--- src/rtl/mouse_cursor_tracker.sv ---
// Converts per-report direction flags and magnitudes into a saturating absolute
// cursor position, with stretched direction LEDs, a debounced click and an edge flag.
module mouse_cursor_tracker #(
  parameter int POS_W       = 10,
  parameter int MAG_W       = 8,
  parameter int X_MAX       = 639,
  parameter int Y_MAX       = 479,
  parameter int HOLD_CYCLES = 4,
  parameter int DEBOUNCE    = 3
) (
  input  logic             clk,
  input  logic             reset,
  input  logic             sample,
  input  logic             Izquierda,
  input  logic             Derecha,
  input  logic             Arriba,
  input  logic             Abajo,
  input  logic [MAG_W-1:0] MagX,
  input  logic [MAG_W-1:0] MagY,
  input  logic             Click,
  output logic [POS_W-1:0] pos_x,
  output logic [POS_W-1:0] pos_y,
  output logic             led0,
  output logic             led1,
  output logic             led2,
  output logic             led3,
  output logic             led4,
  output logic             led5,
  output logic             click_pulse
);

  // One bit beyond sign+magnitude so a sum of two full-scale operands cannot wrap.
  localparam int W  = ((POS_W > MAG_W) ? POS_W : MAG_W) + 2;
  localparam int HW = $clog2(HOLD_CYCLES + 1);
  localparam int DW = $clog2(DEBOUNCE + 1);

  localparam logic signed [W-1:0] XMAX_S = W'(X_MAX);
  localparam logic signed [W-1:0] YMAX_S = W'(Y_MAX);

  // Returns {clipped, new position}.
  function automatic logic [POS_W:0] step(
    input logic [POS_W-1:0]    pos,
    input logic [MAG_W-1:0]    mag,
    input logic                dec,
    input logic                inc,
    input logic signed [W-1:0] maxv
  );
    logic signed [W-1:0] p;
    logic signed [W-1:0] m;
    logic signed [W-1:0] r;
    p = W'(pos);
    m = W'(mag);
    if (dec && !inc)      r = p - m;
    else if (inc && !dec) r = p + m;
    else                  r = p;
    if (r < 0)         step = {1'b1, {POS_W{1'b0}}};
    else if (r > maxv) step = {1'b1, maxv[POS_W-1:0]};
    else               step = {1'b0, r[POS_W-1:0]};
  endfunction

  logic [POS_W:0]  nx;
  logic [POS_W:0]  ny;
  logic [3:0]      eff;
  logic [HW-1:0]   hold [4];
  logic            sync1;
  logic            sync2;
  logic [DW-1:0]   dcnt;

  always_comb begin
    nx     = step(pos_x, MagX, Izquierda, Derecha, XMAX_S);
    ny     = step(pos_y, MagY, Arriba, Abajo, YMAX_S);
    eff    = '0;
    eff[0] = sample && Izquierda && !Derecha && (MagX != '0);
    eff[1] = sample && Derecha && !Izquierda && (MagX != '0);
    eff[2] = sample && Arriba && !Abajo && (MagY != '0);
    eff[3] = sample && Abajo && !Arriba && (MagY != '0);
  end

  always_ff @(posedge clk) begin
    if (reset) begin
      pos_x <= POS_W'(X_MAX / 2);
      pos_y <= POS_W'(Y_MAX / 2);
      led5  <= 1'b0;
    end else if (sample) begin
      pos_x <= nx[POS_W-1:0];
      pos_y <= ny[POS_W-1:0];
      led5  <= nx[POS_W] | ny[POS_W];
    end
  end

  always_ff @(posedge clk) begin
    for (int unsigned i = 0; i < 4; i++) begin
      if (reset)                hold[i] <= '0;
      else if (eff[i])          hold[i] <= HW'(HOLD_CYCLES);
      else if (hold[i] != '0)   hold[i] <= hold[i] - HW'(1);
    end
  end

  assign led0 = (hold[0] != '0);
  assign led1 = (hold[1] != '0);
  assign led2 = (hold[2] != '0);
  assign led3 = (hold[3] != '0);

  always_ff @(posedge clk) begin
    if (reset) begin
      sync1       <= 1'b0;
      sync2       <= 1'b0;
      dcnt        <= '0;
      led4        <= 1'b0;
      click_pulse <= 1'b0;
    end else begin
      sync1       <= Click;
      sync2       <= sync1;
      click_pulse <= 1'b0;
      if (sync2 != led4) begin
        if (dcnt == DW'(DEBOUNCE - 1)) begin
          led4        <= ~led4;
          click_pulse <= ~led4;
          dcnt        <= '0;
        end else begin
          dcnt <= dcnt + DW'(1);
        end
      end else begin
        dcnt <= '0;
      end
    end
  end

endmodule

--- config.mk ---
export PLATFORM = sky130hd
export DESIGN_NAME = mouse_cursor_tracker
export DESIGN_NICKNAME = d
export VERILOG_FILES = /design/src/rtl/mouse_cursor_tracker.sv
export SDC_FILE = /design/constraint.sdc
export NUM_CORES = 1
export LEC_CHECK = 0
export CORE_MARGIN = 8
export CORE_UTILIZATION = 40
export CTS_CLUSTER_SIZE = 16
export DETAILED_ROUTE_END_ITERATION = 8
export PLACE_DENSITY = 0.73
export SYNTH_ARGS = -nofsm -noshare
export SYNTH_HDL_FRONTEND = slang
export SYNTH_SLANG_ARGS = --single-unit
--- constraint.sdc ---
create_clock -name clk -period 2.47 [get_ports clk]
set_input_delay 0.494 -clock clk [delete_from_list [all_inputs] [get_ports clk]]
set_output_delay 0.494 -clock clk [all_outputs]
set_load 0.1 [all_outputs]
==> run summary <==
outcome - finished, violations left
failing checks - negative setup slack
via/cell ratio - 5.58
measured slew at the worst slew-check pin - 0.467 ns
Clock Tree Buf Depth - 2
Synth area leaders - dfxtp_1, ha_1, edfxtp_1, nor2_1, a21oi_1
setup ws final - -0.0262 ns
Cell Area, Synth - 0.00376 sq mm
Seq/Total Area, Yosys - 23.9%
Synth Area per Inst - 8.15 sq um
Detailed Route WL - 12.3 mm
row count - 35
DP Area - 0.00515 sq mm
Die Y - 113 um
grt ovf - 0
Post-synth EDFFs - 12
Slew Viols, Final - 0
Final min period - 2.50 ns
H-tree depth - 2
Cell Chain, Critical Path - dlygate4sd2_1, buf_4, ha_2, nand2b_1, a221oi_2, a211oi_1, o21ai_2, o21ai_2, a31oi_4, nor2_4, a31o_1
crit path buf inv count - 2
Reg clk slew, reported paths - 0.08 ns
placed insts - 710
number of synthesized register bits - 39
most frequent cells in the layout - buf_4, nor2_1, a21oi_1
Power Total - 0.00400 W
Root Driver - clkbuf_8
Primary FF master, synth - dfxtp_1
residual DRC count - 0
# setup viols final - 3
diodes inserted - 0
Synth top area share - 14.4%
critical path's most frequent cell - o21ai_2
synth unique cells - 67
Die Wd - 113 um
Slowest cell on crit path - a31oi_4
Hold Violations, Final - 0
fin crit share - 101%
Post-Layout Cell Count - 736
highest clock rate - 401 MHz
Worst VDD drop - 0.536 mV
cts bufs inserted - 5
area of the core - 0.00920 sq mm
starting density of the core - 40.9%
post-DP HPWL - 8.95 mm
Area growth syn-to-layout - 56.7%
top-level port count - 51
startpoint types - input port
initial antenna violation count - 0
first-pass GRT wire length - 19.6 mm
Worst Setup End Kind - flop
max-cap violations - 0
via count of the first global-routing pass - 4133
layout cell share with drive strength beyond 1 - 48.8%
Rel. slew slack - 68.8%
critical path fanouts, max - 8
Tightest Hold Check Type - flop to flop
delay-heaviest family, CP - compound AO/OA/AOI/OAI gates
Power Density - 679 mW/mm^2
Iter 0 DRT Violations - 201
Synthesis Warnings - 0
Post-Syn Nets - 531
Crit path largest cell delay - 0.40 ns
I/O Buffers - 50
CTS Sinks - 39
Worst EP required - 2.67 ns
vias post-DR - 4109
Cells after Synth - 462
WP data arrival - 2.69 ns
Leak - 2.49 nW
largest net degree at the start of global routing - 17
die area - 0.0128 sq mm
critical path type - input port to flop
Async SR Flop Fraction - 0%
CTS tree - built
Final #Nets - 693
Finished Cell Area - 0.00590 sq mm
largest area contributor in the netlist - dfxtp_1
worst skew pair latency - 0.30 ns
global placer's final weighted congestion - 0.917
RSZ-0062 raised after global routing - true
total track usage - 18.4%
Worst Skew - 0.00737 ns
WL/cell - 16.7 um
drt pass-1 iters - 5
Worst Hold Margin - 0.421 ns
most common cell after layout, fill and taps aside - buf_4
Detail Route Antenna Nets - 0
setup tns final - -0.0409 ns
## flip-flops by register name, indices dropped and copies added, names as in the netlist, 2 cells and up
name	count
pos_x	10
hold	12
pos_y	10
dcnt	2
## report_power, final
group | internal, W | switching (W)
clock | 0.000197 | 0.000233
sequential | 0.000834 | 0.000117
combinational | 0.00105 | 0.00158
total | 0.00208 | 0.00192
## worst register-to-register path, delay by kind of cell, from the launching register on
family                     cells  cell delay, ns
DFF                            1            0.38
and+or+nand+nor                3            0.52
adders and majority gates      1            0.25
buffers and inverters          1            0.14
AOI/OAI and AO/OA              5            1.08
## per-layer routing
metal  routed length, um  GRT usage, %
met5                   0             0
met4                 291          5.15
met1                5280          22.6
met2                6150          32.1
met3                 554          3.35
## logic make-up after synthesis
family	share of synthesized area (%)
and+or+nand+nor	20.9
AOI/OAI and AO/OA	27.9
buffers and inverters	7.08
adders and majority gates	15.8
DFF	23.9
xor gates and xnor gates	2.79
muxes	1.60
## cells in the mapped netlist, drive strengths merged, types with 10 or more instances
| master | number |
|---|---|
| clkbuf | 10 |
| dfxtp | 27 |
| a21oi | 41 |
| ha | 41 |
| nand2b | 25 |
| nand2 | 24 |
| inv | 42 |
| nor2 | 61 |
| xnor2 | 11 |
| o21ai | 30 |
| edfxtp | 12 |
## layout make-up
cell class	instances	area (sq um)
flip-flops and latches	39	951
clock inverters	2	12.5
clock buffers	6	72.6
multi-input cells	363	3240
inverters	43	168
well taps	111	139
fillers	719	3300
repair buffers	172	1310
## per-stage QoR
| step | worst slack [ns] | util (%) |
|---|---|---|
| 5_1_grt | -0.105 | 64.1 |
| 6_report | -0.0262 | 64.1 |
| 3_5_place_dp | -0.726 | 56.0 |
| 4_1_cts | 0.000695 | 61.1 |
| 2_1_floorplan | -0.0632 | - |
| 3_3_place_gp | -0.684 | 56.0 |
## timing repair
action | 4_1_cts | 5_1_grt
pin swaps | 41 | 48
hold buffers | 0 | 0
gates resized for setup | 91 | 65
setup buffers | 8 | 12
endpoints found under the setup margin | 20 | 20
## final timing paths
| check | startpoint | endpoint | slack (ns) | depth (start not counted) |
|---|---|---|---|---|
| max reg2reg | pos_y[1] | pos_y[5] | -0.01 | 10 |
| max | MagY[4] | pos_y[5] | -0.03 | 11 |
| min reg2reg | dcnt[0] | dcnt[0] | 0.42 | 1 |
| min | dcnt[0] | dcnt[0] | 0.42 | 1 |
Note: power is estimated with default switching activity, not from simulation.
